**src/rtl/router_pkg.sv**
```systemverilog
// Shared router definitions: default byte width, the reserved address and the
// FSM state encodings used by the router FSM, this register stage and the bench.
package router_pkg;

  localparam int unsigned DATA_WIDTH_DEF = 8;

  // Address 3 has no output FIFO and is never captured as a header.
  localparam logic [1:0] ADDR_INVALID = 2'b11;

  typedef enum logic [2:0] {
    StDecodeAddress,
    StLoadFirstData,
    StLoadData,
    StFifoFullState,
    StLoadAfterFull,
    StLoadParity,
    StCheckParityError,
    StWaitTillEmpty
  } state_e;

  function automatic logic addr_valid(input logic [1:0] addr);
    return addr != ADDR_INVALID;
  endfunction

endpackage

```
**src/rtl/router_reg_if.sv**
```systemverilog
// Signal bundle between the router FSM/source side and the datapath register stage.
interface router_reg_if #(
  parameter int unsigned DATA_WIDTH = router_pkg::DATA_WIDTH_DEF
);

  logic                  pkt_valid;
  logic [DATA_WIDTH-1:0] data_in;
  logic                  fifo_full;
  logic                  detect_add;
  logic                  lfd_state;
  logic                  ld_state;
  logic                  full_state;
  logic                  laf_state;
  logic                  rst_int_reg;
  logic [DATA_WIDTH-1:0] dout;
  logic                  parity_done;
  logic                  low_pkt_valid;
  logic                  err;

  modport master (
    output pkt_valid,
    output data_in,
    output fifo_full,
    output detect_add,
    output lfd_state,
    output ld_state,
    output full_state,
    output laf_state,
    output rst_int_reg,
    input  dout,
    input  parity_done,
    input  low_pkt_valid,
    input  err
  );

  modport slave (
    input  pkt_valid,
    input  data_in,
    input  fifo_full,
    input  detect_add,
    input  lfd_state,
    input  ld_state,
    input  full_state,
    input  laf_state,
    input  rst_int_reg,
    output dout,
    output parity_done,
    output low_pkt_valid,
    output err
  );

endinterface

```
**src/rtl/router_parity_acc.sv**
```systemverilog
// Running XOR parity over header and payload, capture of the received parity
// byte, and the one-shot compare that produces err.
module router_parity_acc
  import router_pkg::*;
#(
  parameter int unsigned DATA_WIDTH = DATA_WIDTH_DEF
) (
  input  logic                  clock,
  input  logic                  resetn,
  input  logic                  clear,
  input  logic                  fold_en,
  input  logic [DATA_WIDTH-1:0] fold_data,
  input  logic                  pkt_load,
  input  logic [DATA_WIDTH-1:0] pkt_data,
  input  logic                  parity_done,
  input  logic                  err_clear,
  output logic                  err
);

  logic [DATA_WIDTH-1:0] int_parity_q, int_parity_d;
  logic [DATA_WIDTH-1:0] pkt_parity_q, pkt_parity_d;
  logic                  done_seen_q;
  logic                  err_q, err_d;

  always_comb begin
    int_parity_d = int_parity_q;
    if (clear) begin
      int_parity_d = '0;
    end else if (fold_en) begin
      int_parity_d = int_parity_q ^ fold_data;
    end
  end

  always_comb begin
    pkt_parity_d = pkt_parity_q;
    if (pkt_load) begin
      pkt_parity_d = pkt_data;
    end else if (clear) begin
      pkt_parity_d = '0;
    end
  end

  // Compare only on the first cycle parity_done is seen high, so err then
  // holds through DECODE_ADDRESS until a new header is captured.
  always_comb begin
    err_d = err_q;
    if (err_clear) begin
      err_d = 1'b0;
    end else if (parity_done && !done_seen_q) begin
      err_d = (int_parity_q != pkt_parity_q);
    end
  end

  always_ff @(posedge clock or negedge resetn) begin
    if (!resetn) begin
      int_parity_q <= '0;
      pkt_parity_q <= '0;
      done_seen_q  <= 1'b0;
      err_q        <= 1'b0;
    end else begin
      int_parity_q <= int_parity_d;
      pkt_parity_q <= pkt_parity_d;
      done_seen_q  <= parity_done;
      err_q        <= err_d;
    end
  end

  assign err = err_q;

endmodule

```
**src/rtl/router_reg.sv**
```systemverilog
// Router datapath register stage: header and full-byte latches, FIFO write data,
// and parity handshake flags returned to the router FSM.
module router_reg
  import router_pkg::*;
#(
  parameter int unsigned DATA_WIDTH = DATA_WIDTH_DEF
) (
  input logic         clock,
  input logic         resetn,
  router_reg_if.slave bus
);

  logic [DATA_WIDTH-1:0] hdr_byte_q, hdr_byte_d;
  logic [DATA_WIDTH-1:0] full_byte_q, full_byte_d;
  logic [DATA_WIDTH-1:0] dout_q, dout_d;
  logic                  low_pkt_valid_q, low_pkt_valid_d;
  logic                  parity_done_q, parity_done_d;
  logic                  hdr_capture;
  logic                  fold_en;
  logic [DATA_WIDTH-1:0] fold_data;
  logic                  err;

  assign hdr_capture = bus.detect_add && bus.pkt_valid && addr_valid(bus.data_in[1:0]);

  always_comb begin
    hdr_byte_d = hdr_byte_q;
    if (hdr_capture) begin
      hdr_byte_d = bus.data_in;
    end
  end

  // A byte arriving while the FIFO is full is parked in full_byte and
  // written out later in LOAD_AFTER_FULL.
  always_comb begin
    dout_d      = dout_q;
    full_byte_d = full_byte_q;
    if (bus.lfd_state) begin
      dout_d = hdr_byte_q;
    end else if (bus.ld_state && !bus.fifo_full) begin
      dout_d = bus.data_in;
    end else if (bus.ld_state) begin
      full_byte_d = bus.data_in;
    end else if (bus.laf_state) begin
      dout_d = full_byte_q;
    end
  end

  always_comb begin
    low_pkt_valid_d = low_pkt_valid_q;
    if (bus.rst_int_reg) begin
      low_pkt_valid_d = 1'b0;
    end else if (bus.ld_state && !bus.pkt_valid) begin
      low_pkt_valid_d = 1'b1;
    end
  end

  always_comb begin
    parity_done_d = parity_done_q;
    if (bus.detect_add) begin
      parity_done_d = 1'b0;
    end else if ((bus.ld_state && !bus.fifo_full && !bus.pkt_valid) ||
                 (bus.laf_state && low_pkt_valid_q && !parity_done_q)) begin
      parity_done_d = 1'b1;
    end
  end

  // The byte parked during FIFO_FULL was already folded in LOAD_DATA, so
  // LOAD_AFTER_FULL never folds.
  assign fold_en   = bus.lfd_state || (bus.ld_state && bus.pkt_valid && !bus.full_state);
  assign fold_data = bus.lfd_state ? hdr_byte_q : bus.data_in;

  always_ff @(posedge clock or negedge resetn) begin
    if (!resetn) begin
      hdr_byte_q      <= '0;
      full_byte_q     <= '0;
      dout_q          <= '0;
      low_pkt_valid_q <= 1'b0;
      parity_done_q   <= 1'b0;
    end else begin
      hdr_byte_q      <= hdr_byte_d;
      full_byte_q     <= full_byte_d;
      dout_q          <= dout_d;
      low_pkt_valid_q <= low_pkt_valid_d;
      parity_done_q   <= parity_done_d;
    end
  end

  router_parity_acc #(
    .DATA_WIDTH (DATA_WIDTH)
  ) u_parity_acc (
    .clock       (clock),
    .resetn      (resetn),
    .clear       (bus.detect_add),
    .fold_en     (fold_en),
    .fold_data   (fold_data),
    .pkt_load    (bus.ld_state && !bus.pkt_valid),
    .pkt_data    (bus.data_in),
    .parity_done (parity_done_q),
    .err_clear   (hdr_capture),
    .err         (err)
  );

  assign bus.dout          = dout_q;
  assign bus.parity_done   = parity_done_q;
  assign bus.low_pkt_valid = low_pkt_valid_q;
  assign bus.err           = err;

endmodule

```
**src/flat_wrapper.sv**
```systemverilog
// flat-port wrapper written by rule: the top's interface ports become plain ports
module router_reg_flat import router_pkg::*;
#(
  parameter int unsigned DATA_WIDTH = DATA_WIDTH_DEF
)
  (clock, resetn, bus_pkt_valid, bus_data_in, bus_fifo_full, bus_detect_add, bus_lfd_state, bus_ld_state, bus_full_state, bus_laf_state, bus_rst_int_reg, bus_dout, bus_parity_done, bus_low_pkt_valid, bus_err);
  router_reg_if #(.DATA_WIDTH(DATA_WIDTH)) bus_i ();
  input logic clock;
  input logic resetn;
  input wire logic [$bits(bus_i.pkt_valid)-1:0] bus_pkt_valid;
  input wire logic [$bits(bus_i.data_in)-1:0] bus_data_in;
  input wire logic [$bits(bus_i.fifo_full)-1:0] bus_fifo_full;
  input wire logic [$bits(bus_i.detect_add)-1:0] bus_detect_add;
  input wire logic [$bits(bus_i.lfd_state)-1:0] bus_lfd_state;
  input wire logic [$bits(bus_i.ld_state)-1:0] bus_ld_state;
  input wire logic [$bits(bus_i.full_state)-1:0] bus_full_state;
  input wire logic [$bits(bus_i.laf_state)-1:0] bus_laf_state;
  input wire logic [$bits(bus_i.rst_int_reg)-1:0] bus_rst_int_reg;
  output wire logic [$bits(bus_i.dout)-1:0] bus_dout;
  output wire logic [$bits(bus_i.parity_done)-1:0] bus_parity_done;
  output wire logic [$bits(bus_i.low_pkt_valid)-1:0] bus_low_pkt_valid;
  output wire logic [$bits(bus_i.err)-1:0] bus_err;
  assign bus_i.pkt_valid = bus_pkt_valid;
  assign bus_i.data_in = bus_data_in;
  assign bus_i.fifo_full = bus_fifo_full;
  assign bus_i.detect_add = bus_detect_add;
  assign bus_i.lfd_state = bus_lfd_state;
  assign bus_i.ld_state = bus_ld_state;
  assign bus_i.full_state = bus_full_state;
  assign bus_i.laf_state = bus_laf_state;
  assign bus_i.rst_int_reg = bus_rst_int_reg;
  assign bus_dout = bus_i.dout;
  assign bus_parity_done = bus_i.parity_done;
  assign bus_low_pkt_valid = bus_i.low_pkt_valid;
  assign bus_err = bus_i.err;
  router_reg #(.DATA_WIDTH(DATA_WIDTH)) u_core (.clock(clock), .resetn(resetn), .bus(bus_i));
endmodule
```
**config.mk**
```make
export PLATFORM = sky130hd
export DESIGN_NAME = router_reg_flat
export DESIGN_NICKNAME = d
export VERILOG_FILES = /design/src/rtl/router_pkg.sv /design/src/rtl/router_reg_if.sv /design/src/rtl/router_parity_acc.sv /design/src/rtl/router_reg.sv /design/src/flat_wrapper.sv
export SDC_FILE = /design/constraint.sdc
export NUM_CORES = 1
export LEC_CHECK = 0
export BUFFER_PORTS_ARGS = -buffer_cell sky130_fd_sc_hd__buf_2
export CAP_MARGIN = 5
export CELL_PAD_IN_SITES_DETAIL_PLACEMENT = 2
export CELL_PAD_IN_SITES_GLOBAL_PLACEMENT = 2
export CORE_MARGIN = 8
export CORE_UTILIZATION = 27
export CTS_BUF_LIST = sky130_fd_sc_hd__clkbuf_8 sky130_fd_sc_hd__clkbuf_16
export CTS_CLUSTER_DIAMETER = 80
export DETAILED_ROUTE_END_ITERATION = 10
export PLACE_DENSITY_LB_ADDON = 0.1
export RECOVER_POWER = 50
export SYNTH_ARGS = -nofsm -noshare
export SYNTH_HDL_FRONTEND = slang
export SYNTH_SLANG_ARGS = --single-unit
```
**constraint.sdc**
```tcl
create_clock -name clock -period 1.51 [get_ports clock]
set_clock_uncertainty 0.2 [all_clocks]
set_input_delay 0.151 -clock clock [delete_from_list [all_inputs] [get_ports clock]]
set_output_delay 0.151 -clock clock [all_outputs]
set_load 0.03 [all_outputs]
```
# Yosys cells after proc, flatten, opt, wreduce, memory -nomap -nowiden
# Cells that the tools add are included.
dict set report classes {
  n_bitwise 3
  n_reduce_logical 25
  n_mux 15
  n_eq_ne 3
}
# cell n
set op_table {}
lappend op_table {{$mux W8} 9}
lappend op_table {{$logic_and A1 B1 Y1} 10}
lappend op_table {{$reduce_bool A2 Y1} 5}
lappend op_table {{$ne A8 B8 Y1} 1}
lappend op_table {{$xor A8 B8 Y8} 1}
lappend op_table {{$mux W1} 6}
lappend op_table {{$logic_not A1 Y1} 5}
lappend op_table {{$ne A3 B2 Y1 const B} 1}
lappend op_table {{$reduce_and A3 Y1} 1}
lappend op_table {{$reduce_bool A3 Y1} 1}
lappend op_table {{$logic_or A1 B1 Y1} 2}
lappend op_table {{$ne A2 B2 Y1 const B} 1}
lappend op_table {{$not A1 Y1} 2}
lappend op_table {{$reduce_and A2 Y1} 1}
dict set report totals {
  out_inout_bits 11
  reg_bits 44
  elab_cells 55
  in_bits 18
}

# Depth between registers and ports, before layout
# Gate-level depths: netlist of the first run.
dict set report depth {
  word_depth 6
  ltp_mapped 6
  depth_no_buf 4
}

# By module
# Synthesis of the first run repeated with hierarchy kept, for this count alone.
dict set report unflattened {
  cells_unflattened 175
  area_unflattened_um2 2057.0
}
# mod instances area_each_um2 cells_each seq_area_each_um2
set by_module_without_submodules {}
lappend by_module_without_submodules {router_reg 1 1266.2 107 650.6}
lappend by_module_without_submodules {router_parity_acc 1 790.8 68 450.4}

# Worst setup path after synthesis of the first run
# Ideal clock, no wire load.
dict set report synth_path {
  path_type {input -> register}
  start {in bus_lfd_state}
  end {reg u_core.full_byte_q[0]}
  required_time_ns 1.185
  setup_ns 0.125
  arrival_time_ns 0.959
  n_path_buf 2
  setup_slack_ns 0.226
  stages 4
  path_cell_list {buf_6 > or2_1 > buf_4 > mux2_4}
}
dict set report synth_via {
  elab_chain_len 2
}
# item line
set synth_lines {}
lappend synth_lines {{start: declaration} flat_wrapper.sv:14} ;# input wire logic [$bits(bus_i.lfd_state)-1:0] bus_lfd_state;
lappend synth_lines {{$not A1 Y1 (no source line)} -}
lappend synth_lines {{$reduce_and A3 Y1 (no source line)} -}
lappend synth_lines {{end signal: assignment} router_reg.sv:81} ;# full_byte_q <= full_byte_d;
lappend synth_lines {{end: declaration} router_reg.sv:14} ;# logic [DATA_WIDTH-1:0] full_byte_q, full_byte_d;
# No other way between the ends.
# A chain may end at the register's enable or synchronous reset.

# Worst setup path in the final report of the first run
dict set report layout_path {
  start {in bus_data_in[5]}
  end {reg u_core.u_parity_acc.int_parity_q[5]}
}
dict set report layout_via {
  elab_chain_len 4
}
# item line
set layout_lines {}
lappend layout_lines {{start: declaration} flat_wrapper.sv:11} ;# input wire logic [$bits(bus_i.data_in)-1:0] bus_data_in;
lappend layout_lines {{$mux W8} router_reg.sv:70} ;# assign fold_data = bus.lfd_state ? hdr_byte_q : bus.data_in;
lappend layout_lines {{$xor A8 B8 Y8} router_parity_acc.sv:30} ;# int_parity_d = int_parity_q ^ fold_data;
lappend layout_lines {{$mux W8} router_parity_acc.sv:29} ;# end else if (fold_en) begin
lappend layout_lines {{$mux W8} router_parity_acc.sv:27} ;# if (clear) begin
lappend layout_lines {{end signal: assignment} router_parity_acc.sv:61} ;# int_parity_q <= int_parity_d;
lappend layout_lines {{end: declaration} router_parity_acc.sv:20} ;# logic [DATA_WIDTH-1:0] int_parity_q, int_parity_d;
# No other way between the ends. The select of a mux whose other input is x is not followed.

==> out/metrics.cfg, run 1 <==
[yosys]
yosys-top-cells-area=dfrtp_1 (51%), mux2i_1 (7.5%), mux2_2 (6.8%)
syn_inst=191
synth_fp_nets=209
yosysWarnings=0
yosysUniqueCellTypes=27
synth_edf_count=0
ys_ff_latch=44
syn-cell-area_um2=2150
yosysMostFrequentCell=dfrtp_1
yosys-top-cells-count=dfrtp_1 (44), nand2_1 (26), nor2_1 (19)
synth-main-ff-cell=dfrtp_1
async_flop_share_pct=100
synth_area_leader_cell=dfrtp_1
synth_area_per_cell_um2=11.2
synth_top_area_share_pct=51.3
ys_seq_area_share_pct=51.3

[drt]
drtIter0Drc=22
avgViaCountPerCell=4.40
ant_nets=0
drc=0
drtPass1Iterations=4
totalWireLength_um=5570
num_vias=1502
avgRoutedWirePerCell_um=16.3

[sta]
period_minus_slack_ns=1.40
tns_ns=0
post-route-period-util_pct=93.0
finalMaxSlewViolations=0
finalHoldViolations=0
max_freq_ghz=0.712
rsz0062_at_grt=no
slew_headroom_pct=65.6
worst_pin_slew_ns=0.515
setup_viol=0

[grt]
antenna_found_initial=0
grt_use_total_pct=10.9
grt_max_degree=23
grt_pass1_vias=1732
grt_pass1_wl_um=9480
gr-total-overflow=0

[place]
globalplace.congestion=0.734
port_buffers=28
dp.final_hpwl_um=4380

[setup_path]
setup.worst_path.start_class=input pin
r2r-start=u_core.bus.low_pkt_valid
reg2reg_slack_ns=0.11
rr_worst_depth=3
endpoint_kind=flip-flop
critPathRequiredTime_ns=1.50
worstReg2RegEnd=u_core.bus.low_pkt_valid
crit_arrival_ns=1.39
crit_type=in -> reg
cp_max_fo=5

[power]
leakagePower_nw=1.25
peakVddDrop_mv=0.309
power_mw=3.02
p_per_area_nw_per_um2=1140

[die]
row_count=32
initial_core_util_pct=27.8
die_w_um=105
core_area_um2=7730
die_h_um=105
die_area_um2=11100
io-pin-count=29

[layout]
num_antenna_cells=0
fin_nets=256
drive_gt1_share_pct=26.4
area_delta_synth_final_pct=23.5

[clock_network]
clk_pin_slew_ns=0.09
clock_latency_ns=0.29
cts_setup_buffers=0
post_cts_resized=0
cts_sinks=44
ctsHoldBuffers=12
cts_root_buf=clkbuf_8
cts_tree=built
cts_buffer_depth=2
cts-htree-levels=2
cts_buffers=5

[hold_path]
min_path_type=in -> reg
hold_start=bus_data_in[1]
worstHoldEndpoint=u_core.hdr_byte_q[1]
hold_depth=3

[run]
maxCapViolations=0

[outcome]
status=finished, final reports clean

## state kept, by name, summed over array words and instances, names as in the netlist
name                              cells
u_core.bus.dout                       8
u_core.full_byte_q                    8
u_core.hdr_byte_q                     8
u_core.u_parity_acc.int_parity_q      8
u_core.u_parity_acc.pkt_parity_q      8
u_core.bus.low_pkt_valid              1
u_core.bus.parity_done                1
u_core.u_parity_acc.done_seen_q       1
u_core.u_parity_acc.err               1
## logic make-up after synthesis
logic type	Yosys count	synth area share, %
simple gates	62	13.3
flops	44	51.3
mux	38	20.4
compound gates	21	5.36
xor+xnor	16	6.52
buf+inv	10	3.14
## metrics by stage
step,instances,utilization [%],instance area [um2],worst slack [ns],hold WS (ns)
floorplan,191,-,2150,0.226,-0.345
global placement,321,31.8,2460,0.0488,-0.167
detailed placement,321,31.8,2460,0.0103,-0.168
CTS,341,34.6,2670,0.0983,0.0108
global route,341,34.3,2650,0.0154,0.0430
finish,341,34.3,2650,0.105,0.00476
## worst max-delay path, stage by stage
cell and delay (ns):
dlygate4sd3_1 0.53, clkbuf_1 0.20, mux2i_1 0.11, a21oi_1 0.19
xnor2_1 0.15, nor2_1 0.06
## placed cells by master (no fill, tap or decap), drive strengths merged, types with 2 or more instances in the layout
| cell type | count |
|---|---|
| dfrtp | 44 |
| xor2 | 3 |
| o21ai | 9 |
| buf | 31 |
| nand3b | 9 |
| clkbuf | 13 |
| nor2b | 2 |
| xnor2 | 13 |
| nand2 | 26 |
| nor2 | 19 |
| mux2 | 22 |
| or2 | 2 |
| nand2b | 2 |
| mux2i | 16 |
| clkinv | 2 |
| dlygate4sd3 | 12 |
| a21oi | 9 |
## report_power, final
| part | switching, mW | leakage, nW | internal (mW) | total [mW] |
|---|---|---|---|---|
| Clock | 0.400 | 0.0510 | 0.366 | 0.766 |
| Sequential | 0.131 | 0.548 | 1.36 | 1.50 |
| Combinational | 0.397 | 0.648 | 0.363 | 0.760 |
## worst max-delay path by stage
stage / from / endpoint / cells after the start
3_3_place_gp: bus_ld_state / u_core.full_byte_q[6] / 4
5_1_grt: bus_data_in[2] / u_core.u_parity_acc.int_parity_q[2] / 6
6_report: bus_data_in[5] / u_core.u_parity_acc.int_parity_q[5] / 6
4_1_cts: u_core.bus.low_pkt_valid / u_core.bus.low_pkt_valid / 3
2_1_floorplan: bus_lfd_state / u_core.full_byte_q[0] / 4
3_5_place_dp: bus_ld_state / u_core.full_byte_q[5] / 4
## layer usage
layer / vias to the layer above / GRT usage [%] / routed length, um / part of all wire [%]
met1: 740 / 13.1 / 2510 / 45
met2: 22 / 18.1 / 2770 / 50
met3: 5 / 3.32 / 225 / 4.0
met5: - / 0 / 0 / 0
li1: 735 / - / - / -
met4: 0 / 3.36 / 70 / 1.3
## layout make-up
class	instances	area, um2
Fill cell	855	5070
Sequential cell	44	1100
Multi-Input combinational cell	137	980
Timing Repair Buffer	50	352
Tap cell	102	128
Clock buffer	6	82.6
Clock inverter	2	10.0
Note: power is estimated with default switching activity, not from simulation.
==> run 2, diff against run 1 <==
--- a/config.mk
+++ b/config.mk
@@ -10,10 +10,11 @@
 export CELL_PAD_IN_SITES_DETAIL_PLACEMENT = 2
 export CELL_PAD_IN_SITES_GLOBAL_PLACEMENT = 2
 export CORE_MARGIN = 8
-export CORE_UTILIZATION = 27
+export CORE_UTILIZATION = 37
 export CTS_BUF_LIST = sky130_fd_sc_hd__clkbuf_8 sky130_fd_sc_hd__clkbuf_16
 export CTS_CLUSTER_DIAMETER = 80
 export DETAILED_ROUTE_END_ITERATION = 10
+export GPL_TIMING_DRIVEN = 0
 export PLACE_DENSITY_LB_ADDON = 0.1
 export RECOVER_POWER = 50
 export SYNTH_ARGS = -nofsm -noshare
==> out/metrics.cfg, run 2 (synthesis results as in run 1) <==
[outcome]
status=finished, final reports clean

[die]
die_h_um=92.2  ; -12%
die_w_um=92.2  ; -12%
die_area_um2=8500  ; -23%
core_area_um2=5570  ; -28%
initial_core_util_pct=38.5  ; +11 points
row_count=27  ; -16%
io-pin-count=29  ; unchanged

[layout]
fin_area_um2=2550  ; -4.0%
drive_gt1_share_pct=22.9  ; -3.5 points
stdcell_count=308  ; -9.7%
num_antenna_cells=0  ; unchanged
final_common_cell=dfrtp_1
final_cell_mix=dfrtp_1 (44), nand2_1 (26), buf_2 (25), nor2_1 (19), mux2i_1 (16)
final_util_pct=45.7  ; +11 points
fin_nets=254  ; -0.78%
area_delta_synth_final_pct=18.6

[drt]
drc=0  ; unchanged
dr.max_layer_used=met4
ant_nets=0  ; unchanged
drtPass1Iterations=4  ; unchanged
avgRoutedWirePerCell_um=18.2  ; +11%
drtIter0Drc=19  ; -14%
dr_wl_met2_um=2970  ; +7.0%
num_vias=1506  ; +0.27%
route.met3.wl_um=172  ; -24%
m1WireLength_um=2400  ; -4.2%
avgViaCountPerCell=4.89  ; +11%
totalWireLength_um=5590  ; +0.30%

[clock_network]
cts_setup_buffers=0  ; unchanged
cts_tree=built
cts_buffer_depth=2  ; unchanged
cts-htree-levels=2  ; unchanged
cts_sinks=44  ; unchanged
cts_buffers=5  ; unchanged
clk_pin_slew_ns=0.08  ; about the same
clock_latency_ns=0.29  ; about the same
cts_root_buf=clkbuf_8

[setup_path]
crit_path_cell_trace=dlygate4sd3_1, buf_2, mux2_2, mux2i_1, o21ai_0
endpoint_kind=flip-flop
crit_arrival_ns=1.42  ; +0.03 ns
crit_type=in -> reg
cp_slowest_cell=dlygate4sd3_1
rr_worst_depth=4  ; +1
critPathBufInv=2  ; unchanged
setup.worst_path.start_class=input pin
reg2reg_slack_ns=0.12  ; about the same
critPathRequiredTime_ns=1.48  ; -0.02 ns
r2r-start=u_core.u_parity_acc.int_parity_q[0]
cp_max_fo=5  ; unchanged
crit_family=buffers and inverters
crit_start=bus_data_in[4]
crit_cells=5  ; -1
cpPeakStageDelay_ns=0.54  ; about the same
worstReg2RegEnd=u_core.u_parity_acc.err

[power]
power_mw=2.92  ; -3.2%
p_per_area_nw_per_um2=1150  ; +0.75%
leakagePower_nw=1.19  ; -4.4%
peakVddDrop_mv=0.510  ; +65%

[sta]
slew_headroom_pct=58.9  ; -6.7 points
worst_pin_slew_ns=0.616  ; +0.101 ns
max_freq_ghz=0.690  ; -3.1%
fin_ws_ns=0.0599  ; -0.0454 ns
finalMaxSlewViolations=0  ; unchanged
hold_ws_ns=0.0113  ; +0.00651 ns
setup_viol=0  ; unchanged
post-route-period-util_pct=96.0  ; +3.0 points
period_minus_slack_ns=1.45  ; +0.0454 ns
finalHoldViolations=0  ; unchanged
rsz0062_at_grt=no
tns_ns=0  ; unchanged

[hold_path]
hold_depth=3  ; unchanged
worstHoldEndpoint=u_core.hdr_byte_q[1]
hold_start=bus_data_in[1]
min_path_type=in -> reg

[grt]
grt_max_degree=45  ; +96%
grt_pass1_vias=1779  ; +2.7%
antenna_found_initial=0  ; unchanged
grt_pass1_wl_um=9390  ; -0.95%
grt_use_total_pct=14.0  ; +3.2 points
gr-total-overflow=0  ; unchanged

[place]
place_ws_ns=-0.113  ; -0.124 ns
placement.cell_area_um2=2370  ; -3.8%
port_buffers=26  ; -7.1%
placed_cells=289  ; -10%
dp.final_hpwl_um=4180  ; -4.7%
globalplace.congestion=0.707  ; -3.8%

[run]
maxCapViolations=0  ; unchanged

## run 2: cell count changes in the layout (fill, tap and decap cells not counted), sizes merged
cell	previous run	this run
clkinv	2	1
inv	0	1
buf	31	28
## run 2: timing repair
item / in CTS / in global routing
cloned: 0 / 0
endpoints found under the hold margin: 67 / 0
endpoints found under the setup margin: 1 / 44
gates resized for setup: 1 / 1
hold buffers: 12 / 0
## run 2: layout make-up
type | instances | area [um2]
fillers | 604 | 3030
repair buffers | 38 | 251
plain buffers | 10 | 63.8
clock inverters | 2 | 8.76
clock buffers | 5 | 68.8
multi-input cells | 137 | 963
well taps | 72 | 90.1
flip-flops and latches | 44 | 1100
## run 2: worst min-delay path, stage by stage
cell	delay [ns]
buf_2	0.13
nor2_1	0.07
nor2_1	0.11
## run 2: power by group
part / internal, mW / switching, mW / leakage, nW
registers: 1.36 / 0.131 / 0.548
clock network: 0.308 / 0.379 / 0.0452
logic: 0.329 / 0.411 / 0.599
total: 2.00 / 0.921 / 1.19
## run 2: how the worst max path moves through the flow
stage                                          to  slack, ns
after floorplan             u_core.full_byte_q[0]       0.23
after global placement         u_core.bus.dout[4]       0.02
after detailed placement       u_core.bus.dout[4]      -0.11
final                          u_core.bus.dout[4]       0.06
after CTS                 u_core.u_parity_acc.err       0.06
after global routing           u_core.bus.dout[4]       0.01
## run 2: per-layer routing
| layer | track usage, % | vias to the layer above |
|---|---|---|
| li1 | - | 735 |
| met1 | 16.0 | 749 |
| met2 | 25.3 | 17 |
| met3 | 3.42 | 5 |
| met4 | 4.03 | 0 |
| met5 | 0 | - |
